`src/rtl/q100_dtcm_loader.sv`:
```
// q100_dtcm_loader: owns the DTCM SRAM port of q100_core.
// Holds the core in reset while a host image is streamed into DTCM, then
// hands DTCM to the core. On done_intr it takes DTCM back and streams a
// result window to the host through a 2-entry skid FIFO.
// Optional: define Q100_DTCM_LOADER_CKSUM_EN for a running load checksum.
module q100_dtcm_loader #(
  parameter int DTCM_ADDR_WIDTH = 12,
  parameter int DTCM_DATA_WIDTH = 32,
  parameter int DTCM_BANK       = DTCM_DATA_WIDTH/8
) (
  input  logic                       clk,
  input  logic                       rst,
  input  logic                       start_i,
  input  logic [DTCM_ADDR_WIDTH:0]   load_len_i,
  input  logic [DTCM_ADDR_WIDTH-1:0] dump_base_i,
  input  logic [DTCM_ADDR_WIDTH:0]   dump_len_i,
  input  logic                       s_valid_i,
  output logic                       s_ready_o,
  input  logic [DTCM_DATA_WIDTH-1:0] s_data_i,
  output logic                       m_valid_o,
  input  logic                       m_ready_i,
  output logic [DTCM_DATA_WIDTH-1:0] m_data_o,
  output logic                       core_rst_o,
  input  logic                       done_intr_i,
  input  logic [DTCM_ADDR_WIDTH-1:0] core_addr_i,
  input  logic [DTCM_BANK-1:0]       core_we_i,
  input  logic [DTCM_DATA_WIDTH-1:0] core_data_i,
  output logic [DTCM_DATA_WIDTH-1:0] core_data_o,
  output logic [DTCM_ADDR_WIDTH-1:0] mem_addr_o,
  output logic [DTCM_BANK-1:0]       mem_we_o,
  output logic [DTCM_DATA_WIDTH-1:0] mem_data_o,
  input  logic [DTCM_DATA_WIDTH-1:0] mem_data_i,
  output logic                       busy_o,
  output logic [DTCM_DATA_WIDTH-1:0] cksum_o
);

  localparam int AW = DTCM_ADDR_WIDTH;
  localparam int DW = DTCM_DATA_WIDTH;
  localparam int LW = AW + 1;
  localparam logic [LW-1:0] MAX_LEN = {1'b1, {AW{1'b0}}};

  typedef enum logic [1:0] {IDLE, LOAD, RUN, DUMP} state_t;

  state_t          state_q, state_d;
  logic [LW-1:0]   cnt_q, cnt_d;     // load beats written / dump reads issued
  logic [LW-1:0]   acc_q, acc_d;     // dump words accepted by host
  logic [LW-1:0]   load_len_q, dump_len_q;
  logic [AW-1:0]   dump_base_q;
  logic [LW-1:0]   load_len_clamp;

  // dump read path: one read in flight at most, 2-entry output FIFO
  logic            rd_pend_q;
  logic [DW-1:0]   fifo_q [2];
  logic            wr_ptr_q, rd_ptr_q;
  logic [1:0]      occ_q;
  logic [1:0]      slots;

  logic            beat, last_beat, pop, issue, last_acc, start_ok;

  assign start_ok       = (state_q == IDLE) && start_i;
  assign load_len_clamp = (load_len_i > MAX_LEN) ? MAX_LEN : load_len_i;

  assign s_ready_o  = (state_q == LOAD);
  assign beat       = s_ready_o && s_valid_i;
  assign last_beat  = beat && ((cnt_q + LW'(1)) == load_len_q);

  assign m_valid_o  = (occ_q != 2'd0);
  assign m_data_o   = fifo_q[rd_ptr_q];
  assign pop        = m_valid_o && m_ready_i;
  assign last_acc   = pop && ((acc_q + LW'(1)) == dump_len_q);

  // a word popped this cycle frees its slot, which keeps 1 word/cycle
  // streaming without ever overrunning the FIFO
  assign slots      = occ_q - {1'b0, pop} + {1'b0, rd_pend_q};
  assign issue      = (state_q == DUMP) && (cnt_q < dump_len_q) && (slots < 2'd2);

  assign core_rst_o = (state_q != RUN);
  assign busy_o     = (state_q != IDLE);

  // state and counter register
  always_ff @(posedge clk or posedge rst) begin
    if (rst) begin
      state_q <= IDLE;
      cnt_q   <= '0;
      acc_q   <= '0;
    end else begin
      state_q <= state_d;
      cnt_q   <= cnt_d;
      acc_q   <= acc_d;
    end
  end

  // next-state and counter update
  always_comb begin
    state_d = state_q;
    cnt_d   = cnt_q;
    acc_d   = acc_q;
    unique case (state_q)
      IDLE: if (start_i) begin
        cnt_d   = '0;
        acc_d   = '0;
        state_d = (load_len_i == '0) ? RUN : LOAD;
      end
      LOAD: if (beat) begin
        cnt_d = cnt_q + LW'(1);
        if (last_beat) state_d = RUN;
      end
      RUN: if (done_intr_i) begin
        cnt_d   = '0;
        acc_d   = '0;
        state_d = (dump_len_q == '0) ? IDLE : DUMP;
      end
      DUMP: begin
        if (issue) cnt_d = cnt_q + LW'(1);
        if (pop)   acc_d = acc_q + LW'(1);
        if (last_acc) state_d = IDLE;
      end
      default: state_d = IDLE;
    endcase
  end

  // job parameters captured on an accepted start
  always_ff @(posedge clk or posedge rst) begin
    if (rst) begin
      load_len_q  <= '0;
      dump_len_q  <= '0;
      dump_base_q <= '0;
    end else if (start_ok) begin
      load_len_q  <= load_len_clamp;
      dump_len_q  <= dump_len_i;
      dump_base_q <= dump_base_i;
    end
  end

  // dump read tracking and output FIFO
  always_ff @(posedge clk or posedge rst) begin
    if (rst) begin
      rd_pend_q <= 1'b0;
      wr_ptr_q  <= 1'b0;
      rd_ptr_q  <= 1'b0;
      occ_q     <= 2'd0;
      fifo_q[0] <= '0;
      fifo_q[1] <= '0;
    end else begin
      rd_pend_q <= issue;
      if (rd_pend_q) begin
        fifo_q[wr_ptr_q] <= mem_data_i;
        wr_ptr_q         <= ~wr_ptr_q;
      end
      if (pop) rd_ptr_q <= ~rd_ptr_q;
      occ_q <= occ_q + {1'b0, rd_pend_q} - {1'b0, pop};
    end
  end

  // SRAM port mux: loader, core pass-through, or dump reader
  always_comb begin
    mem_addr_o  = '0;
    mem_we_o    = '0;
    mem_data_o  = '0;
    core_data_o = '0;
    unique case (state_q)
      LOAD: begin
        mem_addr_o = cnt_q[AW-1:0];
        mem_we_o   = beat ? {DTCM_BANK{1'b1}} : '0;
        mem_data_o = s_data_i;
      end
      RUN: begin
        mem_addr_o  = core_addr_i;
        mem_we_o    = core_we_i;
        mem_data_o  = core_data_i;
        core_data_o = mem_data_i;
      end
      DUMP: mem_addr_o = dump_base_q + cnt_q[AW-1:0];
      default: ;
    endcase
  end

`ifdef Q100_DTCM_LOADER_CKSUM_EN
  logic [DW-1:0] cksum_q;

  // running sum of accepted load words, cleared per job
  always_ff @(posedge clk or posedge rst) begin
    if (rst)           cksum_q <= '0;
    else if (start_ok) cksum_q <= '0;
    else if (beat)     cksum_q <= cksum_q + s_data_i;
  end

  assign cksum_o = cksum_q;
`else
  assign cksum_o = '0;
`endif

endmodule

```
`config.mk`:
```
export PLATFORM = sky130hd
export DESIGN_NAME = q100_dtcm_loader
export DESIGN_NICKNAME = d
export VERILOG_FILES = /design/src/rtl/q100_dtcm_loader.sv
export SDC_FILE = /design/constraint.sdc
export NUM_CORES = 1
export LEC_CHECK = 0
export CAP_MARGIN = 20
export CORE_MARGIN = 4
export CORE_UTILIZATION = 50
export DETAILED_ROUTE_END_ITERATION = 10
export GPL_TIMING_DRIVEN = 1
export PLACE_DENSITY = 0.9
export SLEW_MARGIN = 20
export SYNTH_ARGS = -nofsm -noshare
export SYNTH_HDL_FRONTEND = slang
export SYNTH_SLANG_ARGS = --single-unit
```
`constraint.sdc`:
```
create_clock -name clk -period 10.9 [get_ports clk]
set_input_delay 1.09 -clock clk [delete_from_list [all_inputs] [get_ports clk]]
set_output_delay 1.09 -clock clk [all_outputs]
set_load 0.02 [all_outputs]
```
==> metrics.md <==
| Metric | Value |
|---|---|
| Final wirelength | 26870 um |
| Post-Synthesis Cells | 886 |
| GP Congestion | 0.8931 |
| Hold Violations, Final | 0 |
| Vias | 7869 |
| Req. time, crit path | 9.81 ns |
| Share of the synthesized area in the top cell type | 38.13% |
| First-pass GRT wire length | roughly 42000 um |
| Grt ovf | 0 |
| Switch share | roughly two fifths |
| Number of global-route vias before repair | 7731 |
| Die Y | between 100 and 150 um |
| Startpoint Class | flip-flop |
| TritonCTS clock tree | built |
| Worst slew pin tran | 1.081 ns |
| Worst path arrival time | 3.89 ns |
| CTS resizes | 0 |
| Post-synth top area cell | dfrtp_1 |
| Synth area leaders | dfrtp_1 38%, mux2_2 16%, ha_1 4.7%, buf_4 3.1%, a22oi_1 2.9% |
| DRC viols | 0 |
| Clk_skew | between 0.01 and 0.015 ns |
| Worst hold path startpoint | wr_ptr_q |
| Layout cells sized above 1 | 16.33% |
| Lkg Pwr | 4.958 nW |
| Fin. max-slew vios | 0 |
| Reg-to-Reg Start | state_q[0] |
| GRT met3 Usage | 6.343% |
| Final Cycle Share | 45.71% |
| TritonRoute pass-1 iters | 8 |
| WL/cell | just under 20 um |
| Post-DP HPWL | 19490 um |
| Post-synth ARST share | 100.0% |
| Routing usage on met2 | 42.89% |
| IO Pins | 304 |
| # hold bufs at CTS | 0 |
| Avg Vias per Cell | between 5 and 6 |
| Top FF cell, synth | dfrtp_1 |
| Crit path capture type | output port |
| CP max FO | 9 |
| # diodes | 0 |
| Most frequent cells after synthesis | 135 x dfrtp_1, 122 x mux2_2, 47 x o21ai_0 |
| Ys Warns | 0 |
| Std-Cell Rows | between 40 and 50 |
| Logic pwr share | 57.5% |
| Setup Fix Bufs, Post-CTS | 0 |
| Dpl cells | 1327 |
| Die width | 141.1 um |
| Length in cells of the worst reg-to-reg path | 11 |
| Final setup viols | 0 |
| Cts bufs inserted | 17 |
| Post-synth EDFFs | 0 |
| Antenna Nets Post-Route | 0 |
| Setup TNS | 0 ns |
| Peak supply drop | 0.1980 mV |
| Highest clock rate | 200.7 MHz |
| Avg Inst Size Synth | approximately 10 um^2 |
| RR Endpoint | acc_q[0] |
| Gr busiest metal | met2 |
| Total Power | 3.368 mW |
| Gr usage total | about a quarter |
| Hold path depth | 1 |
| Root Driver | clkbuf_16 |
| Max clock buf depth | 2 |
| Final non-filler cell total | ~1400 |
| Hold endpoint | wr_ptr_q |
| Clock transition at path regs | approximately 0.06 ns |
| CORE AREA | around 17000 um^2 |
| Status | complete, no violations |
| Worst-skew pair later-pin latency | 0.44 ns |
| Area occupied by multi-input gates | roughly 4900 um^2 |
| Final Core Density | 69.50% |
| Power Density | 279.2 nW/um^2 |
| Final hold slack | 0.4836 ns |
| Most numerous cell in the Yosys netlist | dfrtp_1 |
| Minimum clock period | 4.982 ns |
| Max_cap viols | 0 |
| Layout area overhead | 36.15% |
| Die area | 19910 um^2 |
| RSZ-0062 raised after global routing | false |
| Grt met1 use | 34.79% |
| Synth unique cells | 70 |
| Number of fill cells | 1277 |
| Fin nets | 1311 |
| CP Class | reg2out |
| Clk sinks | 135 |
| DRT iter0 DRCs | a little over 700 |
| Clock network fraction of total power | 16.1% |
| Port-buffer cells | roughly 270 |
| Switch Pwr | 1.395 mW |
| Reg-to-reg slack, setup | 7.61 ns |
| Mapped Area | 8860 um^2 |
| Hold Path Class | reg2reg |
| Int Pwr | 1.972 mW |
| Seq pwr share | 26.4% |
| Synthesized flop and latch total | 135 |
| Initial Utilization | approximately half |
| H-tree levels | 4 |
| Register area share after synthesis | 38.13% |
| FF+latch area | 3378 um^2 |
| Initial antenna violation count | 0 |
| Largest net degree at the start of global routing | 77 |
| Slew HR | 27.96% |
-- cells by family after synthesis --
family                     Yosys count  synth area share [%]
AOI/OAI and AO/OA                  196                 15.82
xor gates and xnor gates            38                 3.757
adders and majority gates           34                 4.886
buffers and inverters              131                 7.513
DFF                                135                 38.13
muxes                              123                 15.62
other                                1               0.04233
and+or+nand+nor                    228                 14.24
-- per-layer routing --
| metal | wire length, um | vias up | share of wire [%] |
|---|---|---|---|
| met5 | 0 | - | 0 |
| met4 | 599 | 0 | 2.2 |
| met3 | 2217 | 46 | 8.3 |
| met2 | 13140 | 389 | 49 |
| met1 | 10910 | 3828 | 41 |
| li1 | - | 3606 | - |
-- cell type report --
| cell class | instances | area share [%] |
|---|---|---|
| inverter | 36 | 1.141 |
| sequential | 135 | 28.01 |
| multi-input combinational | 651 | 40.93 |
| tap | 225 | 2.334 |
| clock inverter | 12 | 0.7883 |
| clock buffer | 19 | 3.755 |
| timing repair buffer | 280 | 23.05 |
-- worst max-delay path, stage by stage, from the launching register on --
cell and delay [ns]:
dfrtp_1 0.52, ha_1 0.26, inv_1 0.07, fa_1 0.40, nor2b_1 0.12, o21ai_0 0.08
nand2b_1 0.12, a21oi_1 0.10, o21ai_0 0.34, nand4_1 0.18, and3_1 0.17, or4_1 0.54
clkdlybuf4s50_1 0.56
-- through the flow --
stage               worst slack, ns  area [um^2]
floorplan                     6.199         8976
global placement              6.540        11510
detailed placement            6.493        11510
CTS                           5.971        12060
global route                  5.777        12060
finish                        5.918        12060
-- power by group through the flow --
| stage | clock network (mW) | registers (mW) | logic (mW) |
|---|---|---|---|
| finish | 0.541 | 0.890 | 1.94 |
| global route | 0.567 | 0.912 | 2.08 |
| CTS | 0.544 | 0.886 | 1.94 |
| detailed placement | 0 | 0.890 | 1.92 |
| global placement | 0 | 0.871 | 1.87 |
| floorplan | 0 | 0.819 | 1.26 |
-- flip-flops by register name, indices dropped and copies added (netlist names) --
name / cells
acc_q: 13
cnt_q: 13
dump_base_q: 12
dump_len_q: 13
fifo_q: 64
load_len_q: 13
occ_q: 2
rd_pend_q: 1
rd_ptr_q: 1
state_q: 2
wr_ptr_q: 1
-- cells in the final DEF (no fill, tap or decap), types with 11 or more instances in the layout --
cell type	count
dfrtp_1	135
clkdlybuf4s50_1	271
and2_1	38
nor2_1	37
a22o_1	11
a22oi_1	34
inv_1	35
xnor2_1	23
nor2b_1	40
xor2_1	15
o31ai_1	16
o21ai_0	47
mux2_2	122
clkbuf_16	17
ha_1	31
nand2_1	36
nand3_1	16
a21oi_1	20
conb_1	32
-- worst max-delay path by stage --
stage	start	to	slack, ns	depth (start not counted)
finish	cnt_q[0]	mem_addr_o[10]	5.92	12
global placement	cnt_q[0]	mem_addr_o[10]	6.54	12
detailed placement	cnt_q[0]	mem_addr_o[10]	6.49	12
CTS	cnt_q[0]	mem_addr_o[10]	5.97	12
floorplan	rst	acc_q[0]	6.20	1
global route	cnt_q[0]	mem_addr_o[10]	5.78	12
(Power assumes the default switching activity.)
